**src/rtl/captura_operandos.sv**
```systemverilog
// Operand-capture front end for the Booth multiplier: synchronises and debounces
// two switch banks plus the start button, and hands one operand pair per press over valid/ready.
module captura_operandos #(
  parameter int unsigned WIDTH          = 8,
  parameter int unsigned TICK_DIV       = 250000,
  parameter int unsigned STABLE_SAMPLES = 4,
  parameter int unsigned HOLD_TICKS     = 200
) (
  input  logic                 CLK100MHZ,
  input  logic                 reset,
  input  logic [WIDTH-1:0]     A,
  input  logic [WIDTH-1:0]     B,
  input  logic                 pb_entrada,
  input  logic                 op_ready,
  output logic [WIDTH-1:0]     op_a,
  output logic [WIDTH-1:0]     op_b,
  output logic                 op_valid,
  output logic                 overrun,
  output logic [2*WIDTH-1:0]   LED,
  output logic                 LED_reset,
  output logic                 LED_pb
);

  localparam int unsigned NCH    = 2*WIDTH + 1;
  localparam int unsigned TICK_W = $clog2(TICK_DIV) + 1;
  localparam int unsigned SAMP_W = $clog2(STABLE_SAMPLES) + 1;
  localparam int unsigned HOLD_W = $clog2(HOLD_TICKS) + 1;

  typedef enum logic [1:0] {
    S_IDLE,
    S_HOLD,
    S_FIRE,
    S_WAIT_RELEASE
  } state_t;

  logic [NCH-1:0]    raw_bus;
  logic [NCH-1:0]    sync_q1;
  logic [NCH-1:0]    sync_q2;
  logic [NCH-1:0]    deb_q;
  logic [TICK_W-1:0] tick_cnt;
  logic              tick;
  logic              pb_deb;
  logic [WIDTH-1:0]  deb_a;
  logic [WIDTH-1:0]  deb_b;
  state_t            state_q;
  state_t            state_d;
  logic [HOLD_W-1:0] hold_cnt_q;
  logic [HOLD_W-1:0] hold_cnt_d;
  logic              fire_c;
  logic              led_reset_q;

  // Channel order: {A, B, pb}, so LED falls straight out of the upper bits.
  assign raw_bus = {A, B, pb_entrada};
  assign pb_deb  = deb_q[0];
  assign deb_a   = deb_q[NCH-1 -: WIDTH];
  assign deb_b   = deb_q[WIDTH:1];

  // Two-flop synchroniser on every raw input
  always_ff @(posedge CLK100MHZ or negedge reset) begin
    if (!reset) begin
      sync_q1 <= '0;
      sync_q2 <= '0;
    end else begin
      sync_q1 <= raw_bus;
      sync_q2 <= sync_q1;
    end
  end

  // Shared sample-tick divider
  assign tick = (tick_cnt == TICK_W'(TICK_DIV - 1));

  always_ff @(posedge CLK100MHZ or negedge reset) begin
    if (!reset) begin
      tick_cnt <= '0;
    end else if (tick) begin
      tick_cnt <= '0;
    end else begin
      tick_cnt <= tick_cnt + TICK_W'(1);
    end
  end

  // Symmetric per-channel debounce: STABLE_SAMPLES consecutive differing ticks flip the bit
  for (genvar ch = 0; ch < NCH; ch++) begin : g_deb
    logic [SAMP_W-1:0] samp_cnt;
    logic              deb_bit;

    always_ff @(posedge CLK100MHZ or negedge reset) begin
      if (!reset) begin
        samp_cnt <= '0;
        deb_bit  <= 1'b0;
      end else if (tick) begin
        if (sync_q2[ch] != deb_bit) begin
          if (samp_cnt == SAMP_W'(STABLE_SAMPLES - 1)) begin
            deb_bit  <= sync_q2[ch];
            samp_cnt <= '0;
          end else begin
            samp_cnt <= samp_cnt + SAMP_W'(1);
          end
        end else begin
          samp_cnt <= '0;
        end
      end
    end

    assign deb_q[ch] = deb_bit;
  end

  // Start FSM state register
  always_ff @(posedge CLK100MHZ or negedge reset) begin
    if (!reset) begin
      state_q    <= S_IDLE;
      hold_cnt_q <= '0;
    end else begin
      state_q    <= state_d;
      hold_cnt_q <= hold_cnt_d;
    end
  end

  // Start FSM next state: one capture request per qualifying press
  always_comb begin
    state_d    = state_q;
    hold_cnt_d = hold_cnt_q;
    fire_c     = 1'b0;
    case (state_q)
      S_IDLE: begin
        if (pb_deb) begin
          state_d    = S_HOLD;
          hold_cnt_d = '0;
        end
      end
      S_HOLD: begin
        if (tick) begin
          if (!pb_deb) begin
            state_d = S_IDLE;
          end else begin
            hold_cnt_d = hold_cnt_q + HOLD_W'(1);
            if (hold_cnt_d == HOLD_W'(HOLD_TICKS)) begin
              state_d = S_FIRE;
            end
          end
        end
      end
      S_FIRE: begin
        fire_c  = 1'b1;
        state_d = S_WAIT_RELEASE;
      end
      S_WAIT_RELEASE: begin
        if (!pb_deb) begin
          state_d = S_IDLE;
        end
      end
      default: begin
        state_d = S_IDLE;
      end
    endcase
  end

  // Operand register and valid/ready handshake; a blocked capture raises overrun instead
  always_ff @(posedge CLK100MHZ or negedge reset) begin
    if (!reset) begin
      op_a     <= '0;
      op_b     <= '0;
      op_valid <= 1'b0;
      overrun  <= 1'b0;
    end else begin
      overrun <= 1'b0;
      if (fire_c) begin
        if (!op_valid || op_ready) begin
          op_a     <= deb_a;
          op_b     <= deb_b;
          op_valid <= 1'b1;
        end else begin
          overrun <= 1'b1;
        end
      end else if (op_valid && op_ready) begin
        op_valid <= 1'b0;
      end
    end
  end

  // Reset indicator: set asynchronously, cleared by the first clock after release
  always_ff @(posedge CLK100MHZ or negedge reset) begin
    if (!reset) begin
      led_reset_q <= 1'b1;
    end else begin
      led_reset_q <= 1'b0;
    end
  end

  assign LED       = deb_q[NCH-1:1];
  assign LED_reset = led_reset_q;
  assign LED_pb    = op_valid;

endmodule

```
**config.mk**
```make
export PLATFORM = sky130hd
export DESIGN_NAME = captura_operandos
export DESIGN_NICKNAME = d
export VERILOG_FILES = /design/src/rtl/captura_operandos.sv
export SDC_FILE = /design/constraint.sdc
export NUM_CORES = 1
export LEC_CHECK = 0
export BUFFER_PORTS_ARGS = -buffer_cell sky130_fd_sc_hd__buf_2
export CAP_MARGIN = 20
export CORE_ASPECT_RATIO = 0.8
export CORE_MARGIN = 3
export CORE_UTILIZATION = 50
export DETAILED_ROUTE_END_ITERATION = 10
export PLACE_DENSITY_LB_ADDON = 0.2
export SLEW_MARGIN = 20
export SYNTH_ARGS = -nofsm -noshare
export SYNTH_HDL_FRONTEND = slang
export SYNTH_SLANG_ARGS = --single-unit
```
**constraint.sdc**
```tcl
create_clock -name CLK100MHZ -period 2 [get_ports CLK100MHZ]
set_input_delay 0.2 -clock CLK100MHZ [delete_from_list [all_inputs] [get_ports CLK100MHZ]]
set_output_delay 0.2 -clock CLK100MHZ [all_outputs]
set_load 0.05 [all_outputs]
```
==> impl_metrics.tcl <==
set metrics [dict create \
    rsz0062_at_grt "true" \
    remaining_drc_errors 0 \
    async_flop_share 1.00 \
    synth_nets 632 \
    fin_ws_ns -0.00829 \
    critPathRequiredTime_ns 2.31 \
    p_int_mw 5.27 \
    start_kind "register" \
    cts-root-buf "clkbuf_16" \
    chipWidth_um 134 \
    switching_power_mw 1.32 \
    fin_area_mm2 0.00822 \
    viasPerCell 5.13 \
    htree_num_levels 4 \
    finalSetupViolCount 1 \
    drt_wl_total_um 12800 \
    grt_antenna_before_repair 0 \
    route.detailed.wl_per_inst_um 14.7 \
    ant_nets 0 \
    period_share 1.00 \
    violations "negative setup slack" \
    cts.sinks 151 \
    die_y_um 109 \
    fmax_mhz 498 \
    port_buffers 55 \
    cap_viol_max_count 0 \
    critPathKind "register to register" \
    rows 36 \
    synth_seq_cells 151 \
    layout.cells.non_filler 869 \
    syn_inst 593 \
    clkSlewWorstSetupHoldPaths_ns 0.06 \
    placed_cells 812 \
    drive_above_1_share 0.258 \
    synth.most_common_cell "dfrtp_1" \
    leakage_nw 4.27 \
    slew_violations 0 \
    area_delta_synth_final_pct 24.6 \
    cp_top_family "simple AND/OR/NAND/NOR gates" \
    cpPeakStageDelay_ns 0.55 \
    max-clock-path-buffers 2 \
    crit_slowest_cell "or4b_4" \
    power.density_mw_per_mm2 802 \
    yosys_warnings 0 \
    coreArea_mm2 0.0125 \
    switching_share 0.200 \
    grt_pass1_vias 4515 \
    synth_edf_count 0 \
    hold_viol 0 \
    vdd_drop_max_mv 0.785 \
    post-route-min-period_ns 2.01 \
    worstPathMaxFanout 2 \
    hold_path.class "input pin to register" \
    yosys-top-cells-area "dfrtp_1 (57%), nand2_1 (4.2%), ha_1 (3.6%), nand3_1 (3.5%), mux2_2 (3.1%)" \
    crit_top_cell "buf_4" \
    drt-initial-drc-count 219 \
    cp-end-kind "register" \
    track_usage 0.190 \
    ys.flop_type "dfrtp_1" \
    outcome "finished, violations left" \
    syn_area_mm2 0.00660 \
    fin_util 0.657 \
    syn_avg_cell_area_um2 11.1 \
    insertedDiodeCount 0 \
    start_util 0.527 \
    p_clk_frac 0.504 \
    pre_cts_ws_ns -0.114 \
    grt_pass1_wl_um 21600 \
    io_pins 56 \
    fin_tns_setup_ns -0.00829 \
    arrival_ns 2.32 \
    seq_power_share 0.472 \
    placed_cell_area_mm2 0.00715 \
    overflow 0 \
    combPwrFrac 0.024 \
    nets 724 \
    synth_area_leader_cell "dfrtp_1" \
    drt_first_pass_iters 4 \
    path_buf_inv 3 \
    multi_input_area_mm2 0.00266 \
    dieArea_mm2 0.0146 \
    cts_tree "done" \
    cts_buffers 17 \
    synth_seq_area_share 0.573 \
    skew_ns 0.0170 \
    synth_cell_type_count 47 \
    fill_cells 965 \
    gp_congestion 0.833 \
    critical_path.cell_chain "or4b_4 > nor3_4 > buf_4 > buf_4 > buf_4 > nand4_1 > a221o_1" \
    dp_hpwl_um 8110 \
    grt_start_max_net_pins 47 \
    clk_latency_ns 0.43 \
    synth_top_area_share 0.569 \
    regArea_mm2 0.00378 \
    via_count 4459 \
    synthTopCellsByCount "dfrtp_1 (150), nand2_1 (74), nor2_1 (50)" \
]
==> through the flow <==
| stage | total power, mW | hold slack, ns |
|---|---|---|
| detailed placement | 3.30 | 0.161 |
| global route | 6.81 | 0.0643 |
| floorplan | 3.20 | -0.0956 |
| finish | 6.59 | 0.0682 |
| CTS | 6.66 | 0.0490 |
| global placement | 3.30 | 0.158 |
==> worst reg2reg max path, delay by kind of cell, from the launching register on <==
family,cells,cell delay [ns]
compound gates,1,0.34
buf+inv,3,0.34
simple gates,3,0.85
flops,1,0.37
==> repair_timing <==
action	CTS	global route
setup buffers	4	1
gates resized for setup	13	29
hold buffers	18	0
endpoints found under the setup margin	26	37
cloned	3	0
pin swaps	4	3
endpoints found under the hold margin	60	0
==> power by group through the flow <==
stage | Sequential (mW) | Combinational, mW | Clock, mW
floorplan | 3.16 | 0.0355 | 0
global placement | 3.16 | 0.133 | 0
detailed placement | 3.17 | 0.137 | 0
CTS | 3.11 | 0.165 | 3.38
global route | 3.11 | 0.184 | 3.52
finish | 3.11 | 0.162 | 3.32
==> flip-flops by register name (all words and copies together) (netlist names), 8 cells and up, named ones only <==
| signal | count |
|---|---|
| g_deb.deb_bit | 17 |
| hold_cnt_q | 9 |
| sync_q2 | 17 |
| op_b | 8 |
| g_deb.samp_cnt | 51 |
| sync_q1 | 17 |
| op_a | 8 |
| tick_cnt | 19 |
==> placed cells by master, fill, tap and decap left out, types with 16 or more instances in the layout <==
| master | Yosys | routed |
|---|---|---|
| dfrtp_1 | 150 | 150 |
| nand2_1 | 74 | 62 |
| buf_2 | 5 | 54 |
| nor2_1 | 50 | 49 |
| nand3_1 | 46 | 46 |
| buf_4 | 20 | 30 |
| xnor2_1 | 22 | 22 |
| ha_1 | 19 | 19 |
| nor2b_1 | 18 | 18 |
| mux2_2 | 18 | 18 |
| dlygate4sd3_1 | 0 | 18 |
| o21a_1 | 17 | 17 |
| clkbuf_16 | 0 | 17 |
| inv_1 | 16 | 16 |
==> cells by family (layout without fill, tap and decap cells) <==
logic type / count (synthesis) / in the layout / share of synthesized area
AOI/OAI and AO/OA: 53 / 53 / 0.0557
muxes: 33 / 33 / 0.0620
DFF: 151 / 151 / 0.573
other: 1 / 1 / 0.000568
xor gates and xnor gates: 35 / 35 / 0.0464
adders and majority gates: 19 / 19 / 0.0360
buffers and inverters: 56 / 161 / 0.0464
and+or+nand+nor: 245 / 245 / 0.180
==> final cells by class <==
| cell class | count | share of cell area |
|---|---|---|
| flip-flops and latches | 151 | 0.460 |
| well taps | 171 | 0.0260 |
| inverters | 16 | 0.00730 |
| multi-input cells | 386 | 0.323 |
| clock inverters | 9 | 0.0146 |
| repair buffers | 113 | 0.109 |
| clock buffers | 23 | 0.0606 |
==> final timing paths <==
check                                  startpoint                         to  slack [ns]  depth (start not counted)
max                        tick_cnt[10]$_DFF_PN0_  hold_cnt_q[8]$_DFFE_PN0P_      -0.008                          7
min                                      op_ready          overrun$_DFF_PN0_        0.07                          3
max reg2reg                tick_cnt[10]$_DFF_PN0_  hold_cnt_q[8]$_DFFE_PN0P_      -0.008                          7
min reg2reg                 sync_q1[16]$_DFF_PN0_      sync_q2[16]$_DFF_PN0_        0.34                          0
max in group asynchronous                   reset        LED_reset$_DFF_PN1_        1.06                          3
min in group asynchronous                   reset       sync_q1[8]$_DFF_PN0_        0.28                          2
==> per-layer routing <==
| layer | global-route usage | vias up | wire [um] |
|---|---|---|---|
| met5 | 0 | - | 0 |
| met4 | 0.0625 | 0 | 97 |
| met3 | 0.0600 | 9 | 526 |
| met2 | 0.308 | 85 | 6240 |
| met1 | 0.246 | 2180 | 5910 |
| li1 | - | 2185 | - |
Note: power is estimated with default switching activity, not from simulation.
